**src/rtl/rx_fifo_stage_multi_if.sv**
```systemverilog
// Handshake bundle for the multi-entry RX FIFO stage.
// Groups the upstream FIFO side and the collector side of the stage.
// The stage itself connects through the master modport; whatever sits
// on the other side (upstream FIFO plus collector) uses the slave modport.
interface rx_fifo_stage_multi_if #(
  parameter int WR_WIDTH = 48
);
  logic                canpop_fifo;
  logic                pop_fifo;
  logic [WR_WIDTH-1:0] data_fifo;
  logic                data_valid_fifo;
  logic                canpop_collector;
  logic                pop_collector;
  logic [WR_WIDTH-2:0] data_collector;
  logic                data_valid_collector;
  logic                issync_collector;

  modport master (
    input  canpop_fifo,
    input  data_fifo,
    input  data_valid_fifo,
    input  pop_collector,
    output pop_fifo,
    output canpop_collector,
    output data_collector,
    output data_valid_collector,
    output issync_collector
  );

  modport slave (
    output canpop_fifo,
    output data_fifo,
    output data_valid_fifo,
    output pop_collector,
    input  pop_fifo,
    input  canpop_collector,
    input  data_collector,
    input  data_valid_collector,
    input  issync_collector
  );
endinterface

```
**src/rtl/rx_fifo_stage_multi.sv**
```systemverilog
// Multi-entry elastic RX FIFO stage between the clock-crossing FIFO and
// the collector. Words may be forced in without a request while
// dissynchronised; a forced write into a full buffer drops the oldest
// entry and raises a sticky overflow flag. Sync words consumed by the
// collector feed a consecutive-match filter that yields the remote
// block-lock vector.
module rx_fifo_stage_multi #(
  parameter int WR_WIDTH  = 48,
  parameter int DEPTH     = 4,
  parameter int LANES     = 4,
  parameter int LOCK_FILT = 2
) (
  input  logic                     clock,
  input  logic                     reset_n,
  input  logic                     in_enable,
  rx_fifo_stage_multi_if.master    bus,
  input  logic                     ovf_clr,
  output logic                     ovf_sticky,
  output logic [LANES-1:0]         out_blocklock_remote,
  output logic                     out_blocklock_remote_en
);

  localparam int PW = $clog2(DEPTH);
  localparam int CW = PW + 1;
  localparam int MW = $clog2(LOCK_FILT + 1);
  localparam logic [CW-1:0] FULL_CNT = CW'(DEPTH);
  localparam logic [MW-1:0] FILT_CNT = MW'(LOCK_FILT);

  logic [WR_WIDTH-1:0] mem [DEPTH];
  logic [PW-1:0]       rd_ptr;
  logic [PW-1:0]       wr_ptr;
  logic [CW-1:0]       count;

  logic [LANES-1:0]    cand;
  logic [MW-1:0]       match_cnt;

  logic [WR_WIDTH-1:0] head;
  logic                not_empty;
  logic                full;
  logic                push;
  logic                pop;
  logic                forced;
  logic                sync_pop;
  logic [LANES-1:0]    head_lanes;
  logic                lane_match;
  logic [MW-1:0]       match_next;

  // Head decode, handshake qualifiers and the lock filter's next match count
  always_comb begin
    head       = mem[rd_ptr];
    not_empty  = (count != '0);
    full       = (count == FULL_CNT);
    push       = in_enable & bus.data_valid_fifo;
    pop        = in_enable & bus.pop_collector & not_empty;
    forced     = push & full & ~pop;
    sync_pop   = pop & head[WR_WIDTH-1];
    head_lanes = head[LANES-1:0];
    lane_match = (head_lanes == cand);
    match_next = MW'(1);
    if (lane_match) begin
      match_next = (match_cnt == FILT_CNT) ? match_cnt : match_cnt + 1'b1;
    end
  end

  // Collector side is driven straight from the head entry; upstream pop is
  // requested whenever a slot is free or one is being freed this cycle
  always_comb begin
    bus.canpop_collector     = not_empty;
    bus.data_collector       = head[WR_WIDTH-2:0];
    bus.issync_collector     = head[WR_WIDTH-1] & not_empty;
    bus.data_valid_collector = pop;
    bus.pop_fifo             = in_enable & bus.canpop_fifo & ((count < FULL_CNT) | pop);
  end

  // Storage array; contents are meaningless until count says otherwise
  always_ff @(posedge clock) begin
    if (reset_n && push) begin
      mem[wr_ptr] <= bus.data_fifo;
    end
  end

  // Pointers, occupancy and the sticky overflow flag; a forced write into
  // a full buffer advances the read pointer to discard the oldest word
  always_ff @(posedge clock) begin
    if (!reset_n) begin
      rd_ptr     <= '0;
      wr_ptr     <= '0;
      count      <= '0;
      ovf_sticky <= 1'b0;
    end else if (in_enable) begin
      if (push) begin
        wr_ptr <= wr_ptr + 1'b1;
      end
      if (pop || forced) begin
        rd_ptr <= rd_ptr + 1'b1;
      end
      if (push && !pop && !full) begin
        count <= count + 1'b1;
      end else if (pop && !push) begin
        count <= count - 1'b1;
      end
      if (forced) begin
        ovf_sticky <= 1'b1;
      end else if (ovf_clr) begin
        ovf_sticky <= 1'b0;
      end
    end
  end

  // Remote lock filter: only a run of LOCK_FILT identical consumed sync
  // words is allowed to change the published lock vector
  always_ff @(posedge clock) begin
    if (!reset_n) begin
      cand                 <= '1;
      match_cnt            <= '0;
      out_blocklock_remote <= '1;
    end else if (sync_pop) begin
      cand      <= head_lanes;
      match_cnt <= match_next;
      if (match_next == FILT_CNT) begin
        out_blocklock_remote <= head_lanes;
      end
    end
  end

  // One-cycle strobe following every consumed sync word
  always_ff @(posedge clock) begin
    if (!reset_n) begin
      out_blocklock_remote_en <= 1'b0;
    end else begin
      out_blocklock_remote_en <= sync_pop;
    end
  end

endmodule

```
**src/flat_wrapper.sv**
```systemverilog
// flat-port wrapper written by rule: the top's interface ports become plain ports
module rx_fifo_stage_multi_flat 
#(
  parameter int WR_WIDTH  = 48,
  parameter int DEPTH     = 4,
  parameter int LANES     = 4,
  parameter int LOCK_FILT = 2
)
  (clock, reset_n, in_enable, ovf_clr, ovf_sticky, out_blocklock_remote, out_blocklock_remote_en, bus_canpop_fifo, bus_data_fifo, bus_data_valid_fifo, bus_pop_collector, bus_pop_fifo, bus_canpop_collector, bus_data_collector, bus_data_valid_collector, bus_issync_collector);
  rx_fifo_stage_multi_if #(.WR_WIDTH(WR_WIDTH)) bus_i ();
  input  logic clock;
  input  logic reset_n;
  input  logic in_enable;
  input  logic ovf_clr;
  output logic ovf_sticky;
  output logic [LANES-1:0] out_blocklock_remote;
  output logic out_blocklock_remote_en;
  input wire logic [$bits(bus_i.canpop_fifo)-1:0] bus_canpop_fifo;
  input wire logic [$bits(bus_i.data_fifo)-1:0] bus_data_fifo;
  input wire logic [$bits(bus_i.data_valid_fifo)-1:0] bus_data_valid_fifo;
  input wire logic [$bits(bus_i.pop_collector)-1:0] bus_pop_collector;
  output wire logic [$bits(bus_i.pop_fifo)-1:0] bus_pop_fifo;
  output wire logic [$bits(bus_i.canpop_collector)-1:0] bus_canpop_collector;
  output wire logic [$bits(bus_i.data_collector)-1:0] bus_data_collector;
  output wire logic [$bits(bus_i.data_valid_collector)-1:0] bus_data_valid_collector;
  output wire logic [$bits(bus_i.issync_collector)-1:0] bus_issync_collector;
  assign bus_i.canpop_fifo = bus_canpop_fifo;
  assign bus_i.data_fifo = bus_data_fifo;
  assign bus_i.data_valid_fifo = bus_data_valid_fifo;
  assign bus_i.pop_collector = bus_pop_collector;
  assign bus_pop_fifo = bus_i.pop_fifo;
  assign bus_canpop_collector = bus_i.canpop_collector;
  assign bus_data_collector = bus_i.data_collector;
  assign bus_data_valid_collector = bus_i.data_valid_collector;
  assign bus_issync_collector = bus_i.issync_collector;
  rx_fifo_stage_multi #(.WR_WIDTH(WR_WIDTH), .DEPTH(DEPTH), .LANES(LANES), .LOCK_FILT(LOCK_FILT)) u_core (.clock(clock), .reset_n(reset_n), .in_enable(in_enable), .bus(bus_i), .ovf_clr(ovf_clr), .ovf_sticky(ovf_sticky), .out_blocklock_remote(out_blocklock_remote), .out_blocklock_remote_en(out_blocklock_remote_en));
endmodule
```
**config.mk**
```make
export PLATFORM = sky130hd
export DESIGN_NAME = rx_fifo_stage_multi_flat
export DESIGN_NICKNAME = d
export VERILOG_FILES = /design/src/rtl/rx_fifo_stage_multi_if.sv /design/src/rtl/rx_fifo_stage_multi.sv /design/src/flat_wrapper.sv
export SDC_FILE = /design/constraint.sdc
export NUM_CORES = 1
export LEC_CHECK = 0
export ABC_AREA = 1
export CORE_AREA = 3 3 109 131
export DETAILED_ROUTE_END_ITERATION = 10
export DIE_AREA = 0 0 112 134
export DONT_BUFFER_PORTS = 1
export PLACE_DENSITY = 0.82
export SLEW_MARGIN = 30
export SYNTH_ARGS = -nofsm -noshare
export SYNTH_HDL_FRONTEND = slang
export SYNTH_SLANG_ARGS = --single-unit
```
**constraint.sdc**
```tcl
create_clock -name clock -period 3.86 [get_ports clock]
set_input_delay 0.772 -clock clock [delete_from_list [all_inputs] [get_ports clock]]
set_output_delay 0.772 -clock clock [all_outputs]
set_load 0.02 [all_outputs]
```
==> reports/qor.yml, run 1 <==
outcome: "finished clean"
ant_nets: 0
period_share_pct: 84.97
hp-class: "input pin to register"
viasPerCell: 6.012
power_frac_comb_pct: 8.0
place_congestion: 0.7950
clock-sinks: 213
syn_to_final_growth_pct: 10.58
start_util_pct: 62.08
totalWireLength_mm: 16.00
p_seq_share_pct: 51.2
synth_top_area_cell: "edfxtp_1"
grt_max_degree: 99
ctsResizeCount: 0
arrival_ns: 2.51
clk_latency_ns: 0.48
pre_cts_ws_ns: 1.016
crit_required_ns: 3.09
htreeDepth: 1
clockPowerShare_pct: 40.9
ys_ff_latch: 213
cp-end-kind: "output pin"
ctsHoldBuffers: 0
synth_warnings: 0
synth_top_cell_area_share_pct: 70.46
ys_seq_area_share_pct: 75.60
vias: 4816
cts-root-buf: "clkbuf_16"
avgRoutedWirePerCell_um: 19.98
vdd_drop_max_v: 0.0004349
skew_ns: 0.007539
antenna_cells: 0
synth_edf_count: 192
clock.fmax_ghz: 0.3049
gr-total-overflow: 0
power.switching_mw: 1.143
finalHoldViolCount: 0
grt_pass1_vias: 4896
maxSlewHeadroom_pct: 43.34
hold_start: "reset_n"
power.total_mw: 5.057
layout_setup_ws_ns: 0.5800
startpoint_type: "register"
port_buffers: 0
dieHeight_um: 134
syn_inst: 622
dieArea_um2: 15010
max-cap-violations: 0
fp.coreArea_um2: 13180
antenna_found_initial: 0
worstSetupPathType: "register to output pin"
num_rows: 46
route.detailed.drc: 0
path_max_fanout: 95
syn_avg_cell_area_um2: 13.16
syn_area_um2: 8183
period_minus_slack_ns: 3.280
num_io_pins: 112
fin_nets: 679
slew_violations: 0
grt_use_total_pct: 21.05
async_reset_ff_share_pct: 0
post_cts_buffers: 0
cts_tree: "built"
ys.flop_type: "edfxtp_1"
die_w_um: 112
cts_made_buffers: 21
setup_viol: 0
worst_pin_slew_ns: 0.8487
switching_share_pct: 22.60
p_leak_nw: 3.107
synthesis.nets: 683
grt_pass1_wl_mm: 24.95
clk_pin_slew_ns: 0.06
dpl.hpwl_mm: 9.112
ys_types: 26
drtIter0Drc: 367
final.setup.tns_ns: 0
p_int_mw: 3.914
drive_gt1_share_pct: 9.637
clockBufferDepth: 3
rsz0062_at_grt: "false"
powerDensity_nw_per_um2: 558.9
dr.pass1.iters: 5
synthTopCellsByArea: "edfxtp_1 70%, o21ai_0 5.7%, dfxtp_1 5.1%, nor2_1 4.4%, o22ai_1 3.3%"
==> cell usage in the layout (no fill, tap or decap), types with 3 or more instances in the layout <==
| master | netlist | layout |
|---|---|---|
| a21oi_1 | 9 | 9 |
| buf_4 | 0 | 5 |
| bufinv_16 | 0 | 4 |
| clkbuf_1 | 22 | 5 |
| clkbuf_16 | 0 | 21 |
| clkinv_1 | 0 | 5 |
| dfxtp_1 | 21 | 19 |
| edfxtp_1 | 192 | 192 |
| ha_1 | 6 | 6 |
| inv_1 | 28 | 28 |
| nand2_1 | 51 | 51 |
| nand2_2 | 7 | 7 |
| nand3_1 | 14 | 14 |
| nand3_2 | 5 | 5 |
| nand3b_1 | 3 | 3 |
| nor2_1 | 97 | 93 |
| nor2_2 | 4 | 4 |
| nor2_4 | 1 | 5 |
| o211ai_1 | 5 | 5 |
| o21ai_0 | 93 | 93 |
| o22ai_1 | 43 | 43 |
==> power by group through the flow <==
stage	Sequential [mW]	Combinational, mW	Clock, mW
detailed placement	2.66	0.378	0
global route	2.59	0.446	2.18
finish	2.59	0.403	2.07
CTS	2.61	0.381	2.09
floorplan	2.62	0.346	0
global placement	2.65	0.362	0
==> kinds of logic (layout without fill, tap and decap cells) <==
kind of cell               Yosys count  in the layout  synth area share, %
buffers and inverters               64             75                3.410
DFF                                213            213                75.60
and+or+nand+nor                    185            185                9.786
AOI/OAI and AO/OA                  154            154                10.29
adders and majority gates            6              6               0.9174
==> routing by layer <==
layer | wire (um) | GRT usage (%) | up-vias
met5 | 0 | 0 | -
met1 | 5806 | 24.14 | 2352
li1 | - | - | 2245
met4 | 370 | 7.281 | 0
met2 | 8527 | 37.50 | 180
met3 | 1295 | 6.543 | 39
==> worst paths after layout <==
kind	end	depth (start not counted)	slack [ns]
max	bus_data_collector[23]	4	0.58
min	u_core.out_blocklock_remote[1]$_SDFFE_PN1P_	1	0.38
max reg2reg	u_core.out_blocklock_remote[0]$_SDFFE_PN1P_	11	1.46
min reg2reg	register	1	0.45
==> synthesized netlist by cell type (3+ instances only) <==
| master | n |
|---|---|
| o211ai_1 | 5 |
| nand2_1 | 51 |
| nand3_2 | 5 |
| dfxtp_1 | 21 |
| buf_6 | 3 |
| a21oi_1 | 9 |
| nand3b_1 | 3 |
| o22ai_1 | 43 |
| buf_2 | 9 |
| nand2_2 | 7 |
| clkbuf_1 | 22 |
| nor2_1 | 97 |
| nand3_1 | 14 |
| o21ai_0 | 93 |
| inv_1 | 28 |
| edfxtp_1 | 192 |
| ha_1 | 6 |
| nor2_2 | 4 |
==> sequential cells by signal (all words and copies together) (netlist names), named ones only <==
name / cells
u_core.cand: 4
u_core.ovf_sticky: 1
u_core.match_cnt: 2
u_core.out_blocklock_remote: 4
u_core.rd_ptr: 2
u_core.mem: 192
u_core.out_blocklock_remote_en: 1
u_core.wr_ptr: 2
u_core.count: 3
==> per-stage QoR <==
| step | cells | hold WS [ns] | utilization (%) | instance area, um2 |
|---|---|---|---|---|
| CTS | 800 | 0.3643 | 68.50 | 9029 |
| floorplan | 622 | 0.4181 | - | 8183 |
| detailed placement | 762 | 0.4286 | 63.16 | 8324 |
| global route | 801 | 0.3605 | 68.65 | 9049 |
| global placement | 762 | 0.4217 | 63.16 | 8324 |
| finish | 801 | 0.3768 | 68.65 | 9049 |
==> worst max-delay path, cell delays in order, from the launching register on <==
cell and delay (ns):
dfxtp_4 0.46, buf_12 0.25, inv_6 0.50, o21ai_0 0.21, o22ai_1 0.54
==> cell type report <==
cell class | count | area (um2)
well taps | 168 | 210.2
multi-input cells | 345 | 1748
fillers | 897 | 4131
clock inverters | 12 | 160.2
clock buffers | 26 | 544.3
inverters | 30 | 117.6
repair buffers | 7 | 77.57
flip-flops and latches | 213 | 6191
Power figures use the tool's default switching activity.
==> run 2: changes to the inputs <==
--- a/config.mk
+++ b/config.mk
@@ -5,12 +5,12 @@
 export SDC_FILE = /design/constraint.sdc
 export NUM_CORES = 1
 export LEC_CHECK = 0
-export ABC_AREA = 1
-export CORE_AREA = 3 3 109 131
+export ABC_AREA = 0
+export CORE_AREA = 3 3 114 138
 export DETAILED_ROUTE_END_ITERATION = 10
-export DIE_AREA = 0 0 112 134
+export DIE_AREA = 0 0 117 141
 export DONT_BUFFER_PORTS = 1
-export PLACE_DENSITY = 0.82
+export PLACE_DENSITY = 0.77
 export SLEW_MARGIN = 30
 export SYNTH_ARGS = -nofsm -noshare
 export SYNTH_HDL_FRONTEND = slang
==> constraint.sdc (replaced) <==
create_clock -name clock -period 2.9 [get_ports clock]
set_input_delay 0.58 -clock clock [delete_from_list [all_inputs] [get_ports clock]]
set_output_delay 0.58 -clock clock [all_outputs]
set_load 0.02 [all_outputs]
==> reports/qor.yml, run 2 <==
skew_ns: 0.006226  # -0.001313 ns
grt_max_degree: 49  # -51%
setup_viol: 0  # unchanged
antenna_cells: 0  # unchanged
fin_cells: 582  # -27%
r2r_slack_ns: 0.61  # -0.85 ns
layout_setup_ws_ns: 0.2770  # -0.3030 ns
rsz0062_at_grt: "false"
ys.flop_type: "edfxtp_1"
holdPathStages: 1  # unchanged
syn_area_um2: 8013  # -2.1%
cpMaxStageDelayCell: "mux4_2"
crit_end: "bus_data_collector[22]"
crit_required_ns: 2.32  # -0.77 ns
clock.fmax_ghz: 0.3812
clock-sinks: 213  # unchanged
cts_made_buffers: 21  # unchanged
vdd_drop_max_v: 0.0005915  # +36%
largest_register_ffs: 192  # unchanged
layout_commonest_cell: "edfxtp_1"
num_rows: 48  # +4.3%
clockPowerShare_pct: 38.8  # -2.1 points
synth_warnings: 0  # unchanged
period_minus_slack_ns: 2.623
drtIter0Drc: 254  # -31%
path_max_fanout: 27  # -72%
maxSlewHeadroom_pct: 60.29  # +17 points
cp-end-kind: "output pin"
p_int_mw: 5.416  # +38%
port_buffers: 0  # unchanged
power.total_mw: 6.986  # +38%
start_util_pct: 55.59  # -6.5 points
synthTopCellsByArea: "edfxtp_1 72%, mux4_2 13%, dfxtp_1 5.2%, ha_1 0.94%, nor2_1 0.94%"
synth_commonest_cells: "192 x edfxtp_1, 46 x mux4_2, 21 x dfxtp_1"
startpoint_type: "register"
dieArea_um2: 16500  # +9.9%
max-cap-violations: 0  # unchanged
grt_pass1_wl_mm: 21.29  # -15%
avgRoutedWirePerCell_um: 23.44  # +17%
dr.pass1.iters: 4  # -1
fill_cells: 967  # +7.8%
regArea_um2: 6191  # unchanged
hold_ws_ns: 0.1724  # -0.2043 ns
clockBufferDepth: 3  # unchanged
outcome: "finished clean"
htreeDepth: 1  # unchanged
dpl.hpwl_mm: 8.341  # -8.5%
period_share_pct: 90.45
cts_tree: "built"
finalHoldViolCount: 0  # unchanged
powerDensity_nw_per_um2: 777.0  # +39%
num_io_pins: 112  # unchanged
vias: 3544  # -26%
antenna_found_initial: 0  # unchanged
ys_types: 36  # +38%
multi_input_area_um2: 1725  # -1.3%
timing.rr.end: "u_core.out_blocklock_remote[3]$_SDFFE_PN1P_"
largest_register: "u_core.mem"
synth_edf_count: 192  # unchanged
clk_pin_slew_ns: 0.06  # about the same
viasPerCell: 6.089  # +1.3%
ctsHoldBuffers: 0  # unchanged
syn_to_final_growth_pct: 12.21
grt_pass1_vias: 3863  # -21%
synth.most_common_cell: "edfxtp_1"
cts-root-buf: "clkbuf_16"
clk_latency_ns: 0.48  # about the same
fin_util_pct: 62.38  # -6.3 points
post_cts_buffers: 0  # unchanged
switching_share_pct: 22.47  # -0.13 points
place_congestion: 0.7580  # -4.7%
worst_pin_slew_ns: 0.5949  # -0.2538 ns
placed_area_um2: 8295  # -0.35%
pre_cts_ws_ns: 0.5934  # -0.4222 ns
postLayoutCellArea_um2: 8991  # -0.64%
ys_ff_latch: 213  # unchanged
drive_gt1_share_pct: 23.34  # +14 points
fp.coreArea_um2: 14410  # +9.4%
slew_violations: 0  # unchanged
ant_nets: 0  # unchanged
syn_inst: 380  # -39%
fin_nets: 455  # -33%
dieHeight_um: 141  # +5.2%
async_reset_ff_share_pct: 0  # unchanged
synth_top_area_cell: "edfxtp_1"
power_frac_comb_pct: 11.3  # +3.3 points
top_regs: "u_core.mem: 192 flops, u_core.cand: 4 flops, u_core.out_blocklock_remote: 4 flops"
p_leak_nw: 2.857  # -8.0%
worstSetupPathType: "register to output pin"
dp.cells: 546  # -28%
synthesis.nets: 441  # -35%
hp-class: "input pin to register"
p_seq_share_pct: 49.9  # -1.3 points
layout_common_cells: "192 x edfxtp_1, 46 x mux4_2, 21 x clkbuf_16"
final.setup.tns_ns: 0  # unchanged
die_w_um: 117  # +4.5%
path_cells: "buf_6, mux4_2"
ctsResizeCount: 0  # unchanged
synth_top_cell_area_share_pct: 71.96  # +1.5 points
route.detailed.drc: 0  # unchanged
worst_path_largest_cell_delay_ns: 0.66  # +0.12 ns
rr_worst_depth: 5  # -6
syn_avg_cell_area_um2: 21.09  # +60%
ys_seq_area_share_pct: 77.20  # +1.6 points
gr-total-overflow: 0  # unchanged
grt_use_total_pct: 17.31  # -3.7 points
arrival_ns: 2.04  # -0.47 ns
power.switching_mw: 1.570  # +37%
totalWireLength_mm: 13.64  # -15%
==> run 2: cell types whose count changed after synthesis, moves of 6 or more <==
cell	change
a21oi_1	-6
clkbuf_1	-10
inv_1	-22
mux2i_1	+6
mux4_2	+46
nand2_1	-35
nand2_2	-7
nand3_1	-10
nor2_1	-77
o21ai_0	-92
o22ai_1	-43
==> run 2: logic make-up (layout without fill, tap and decap cells) <==
family          count (synthesis)  in the layout  share of synthesized area, %
fa+ha+maj                       6              6                        0.9369
buf+inv                        25             52                         1.327
simple gates                   58             58                         3.623
mux                            54             54                         14.33
compound gates                 14             14                         1.296
xor+xnor                       10             10                         1.280
flops                         213            213                         77.20
==> run 2: worst max-delay path, delay by kind of cell (launching register included) <==
family	cells	cell delay, ns
flip-flops	1	0.49
multiplexers	1	0.66
buffers and inverters	1	0.39
==> run 2: power by group through the flow <==
stage,logic (mW),clock network (mW),registers (mW)
after floorplan,0.732,0,3.50
after global placement,0.788,0,3.55
after global routing,0.852,2.90,3.50
final,0.792,2.71,3.49
after CTS,0.805,2.78,3.49
after detailed placement,0.798,0,3.55
==> run 2: cell type report <==
type / count / area share [%]
multi-input cells: 142 / 19.19
repair buffers: 10 / 1.573
well taps: 175 / 2.435
clock inverters: 12 / 1.726
inverters: 6 / 0.2505
clock buffers: 24 / 5.970
flip-flops and latches: 213 / 68.86
==> run 2: worst min-delay path by stage <==
stage,startpoint,to
floorplan,u_core.match_cnt[0]$_SDFFE_PN0P_,u_core.match_cnt[0]$_SDFFE_PN0P_
global placement,u_core.match_cnt[0]$_SDFFE_PN0P_,u_core.match_cnt[0]$_SDFFE_PN0P_
detailed placement,u_core.match_cnt[0]$_SDFFE_PN0P_,u_core.match_cnt[0]$_SDFFE_PN0P_
CTS,reset_n,u_core.cand[3]$_SDFFE_PN1P_
global route,reset_n,u_core.cand[1]$_SDFFE_PN1P_
finish,reset_n,u_core.cand[3]$_SDFFE_PN1P_
==> run 2: per-layer routing <==
metal  track usage (%)  vias to the layer above  part of all wire [%]
met5                 0                        -                     0
met4             5.254                        0                   2.4
met3             6.612                       26                   8.4
met2             29.01                      115                    52
met1             20.80                     1837                    37
li1                  -                     1566                     -
==> run 3: changes to the inputs <==
--- a/config.mk
+++ b/config.mk
@@ -6,11 +6,11 @@
 export NUM_CORES = 1
 export LEC_CHECK = 0
 export ABC_AREA = 0
-export CORE_AREA = 3 3 114 138
+export CORE_AREA = 3 3 115 139
 export DETAILED_ROUTE_END_ITERATION = 10
-export DIE_AREA = 0 0 117 141
+export DIE_AREA = 0 0 118 142
 export DONT_BUFFER_PORTS = 1
-export PLACE_DENSITY = 0.77
+export PLACE_DENSITY = 0.76
 export SLEW_MARGIN = 30
 export SYNTH_ARGS = -nofsm -noshare
 export SYNTH_HDL_FRONTEND = slang
==> reports/qor.yml, run 3 (synthesis gave the netlist of run 2 again) <==
dpl.hpwl_mm: 8.561  # +2.6%
dieHeight_um: 142  # +0.71%
power.total_mw: 6.897  # -1.3%
vdd_drop_max_v: 0.0005799  # -2.0%
largest_register: "u_core.mem"
fin_nets: 451  # -0.88%
cts_made_buffers: 21  # unchanged
path_cells: "buf_12, mux4_1, and2_1"
multi_input_area_um2: 1725  # unchanged
ctsResizeCount: 0  # unchanged
antenna_found_initial: 0  # unchanged
layout_setup_ws_ns: 0.2774  # +0.0003540 ns
route.detailed.drc: 0  # unchanged
cpMaxStageDelayCell: "dfxtp_2"
largest_register_ffs: 192  # unchanged
avgRoutedWirePerCell_um: 22.48  # -4.1%
start_util_pct: 53.78  # -1.8 points
layout_commonest_cell: "edfxtp_1"
fill_cells: 1015  # +5.0%
rsz0062_at_grt: "false"
ctsHoldBuffers: 0  # unchanged
syn_to_final_growth_pct: 12.04
fp.coreArea_um2: 14900  # +3.4%
clockBufferDepth: 3  # unchanged
drtIter0Drc: 229  # -9.8%
ant_nets: 0  # unchanged
clk_pin_slew_ns: 0.06  # about the same
arrival_ns: 2.04  # about the same
path_max_fanout: 34  # +26%
grt_max_degree: 35  # -29%
maxSlewHeadroom_pct: 60.59  # +0.30 points
period_minus_slack_ns: 2.623  # -0.0003540 ns
pre_cts_ws_ns: 0.4773  # -0.1161 ns
startpoint_type: "register"
cts_tree: "built"
worst_path_largest_cell_delay_ns: 0.60  # -0.06 ns
regArea_um2: 6191  # unchanged
worst_pin_slew_ns: 0.5904  # -0.004481 ns
finalHoldViolCount: 0  # unchanged
port_buffers: 0  # unchanged
cts-root-buf: "clkbuf_16"
post_cts_buffers: 0  # unchanged
hp-class: "input pin to register"
hold_ws_ns: 0.1719  # -0.0005240 ns
slew_violations: 0  # unchanged
die_w_um: 118  # +0.85%
period_share_pct: 90.43  # about the same
num_io_pins: 112  # unchanged
clock-sinks: 213  # unchanged
dr.pass1.iters: 4  # unchanged
grt_pass1_wl_mm: 21.39  # +0.49%
gr-total-overflow: 0  # unchanged
clk_latency_ns: 0.48  # about the same
outcome: "finished clean"
htreeDepth: 1  # unchanged
worstSetupPathType: "register to output pin"
powerDensity_nw_per_um2: 768.3  # -1.1%
place_congestion: 0.7687  # +1.4%
grt_pass1_vias: 3789  # -1.9%
layout_common_cells: "192 x edfxtp_1, 46 x mux4_2, 21 x clkbuf_16"
vias: 3489  # -1.6%
viasPerCell: 5.767  # -5.3%
clock.fmax_ghz: 0.3813  # about the same
totalWireLength_mm: 13.60  # -0.33%
dieArea_um2: 16760  # +1.6%
grt_use_total_pct: 16.48  # -0.84 points
p_leak_nw: 2.825  # -1.1%
final.setup.tns_ns: 0  # unchanged
max-cap-violations: 0  # unchanged
drive_gt1_share_pct: 22.69  # -0.65 points
antenna_cells: 0  # unchanged
crit_required_ns: 2.32  # about the same
setup_viol: 0  # unchanged
skew_ns: 0.01014  # +0.003915 ns
num_rows: 49  # +2.1%
top_regs: "u_core.mem: 192 flops, u_core.cand: 4 flops, u_core.out_blocklock_remote: 4 flops"
cp-end-kind: "output pin"
[run 3: worst max-delay path, delay by kind of cell, from the launching register on]
family                 cells  cell delay [ns]
buffers and inverters      1             0.29
multiplexers               1             0.40
flip-flops                 1             0.60
AND/OR/NAND/NOR            1             0.27
[run 3: worst paths after layout]
check / start / to / slack [ns] / depth (start not counted)
min reg2reg: u_core.match_cnt[0]$_SDFFE_PN0P_ / u_core.match_cnt[0]$_SDFFE_PN0P_ / 0.49 / 2
max: register / bus_issync_collector / 0.28 / 3
min: reset_n / u_core.cand[2]$_SDFFE_PN1P_ / 0.17 / 1
max reg2reg: register / u_core.out_blocklock_remote[0]$_SDFFE_PN1P_ / 0.49 / 5
[run 3: final cells by class]
class | instances | area share [%]
timing repair buffer | 6 | 1.338
inverter | 6 | 0.2509
tap | 204 | 2.843
clock buffer | 22 | 5.895
clock inverter | 12 | 1.491
multi-input combinational | 142 | 19.22
sequential | 213 | 68.96
[run 3: power by group]
group          internal, mW  switching [mW]
Sequential             3.41          0.0795
Clock                  1.58            1.04
Combinational         0.330           0.460
[run 3: metrics by stage]
stage                     utilization (%)  cell area (um2)  std cells
after floorplan                         -             8013        380
after global placement              55.81             8314        571
after global routing                60.26             8977        605
after detailed placement            55.81             8314        571
after CTS                           60.26             8977        605
final                               60.26             8977        605
[run 3: metal layers]
layer | vias up | track usage (%) | part of all wire (%)
met5 | - | 0 | 0
met4 | 0 | 5.123 | 2.4
met3 | 33 | 6.243 | 9.1
met2 | 123 | 27.56 | 50
met1 | 1784 | 20.25 | 38
li1 | 1549 | - | -
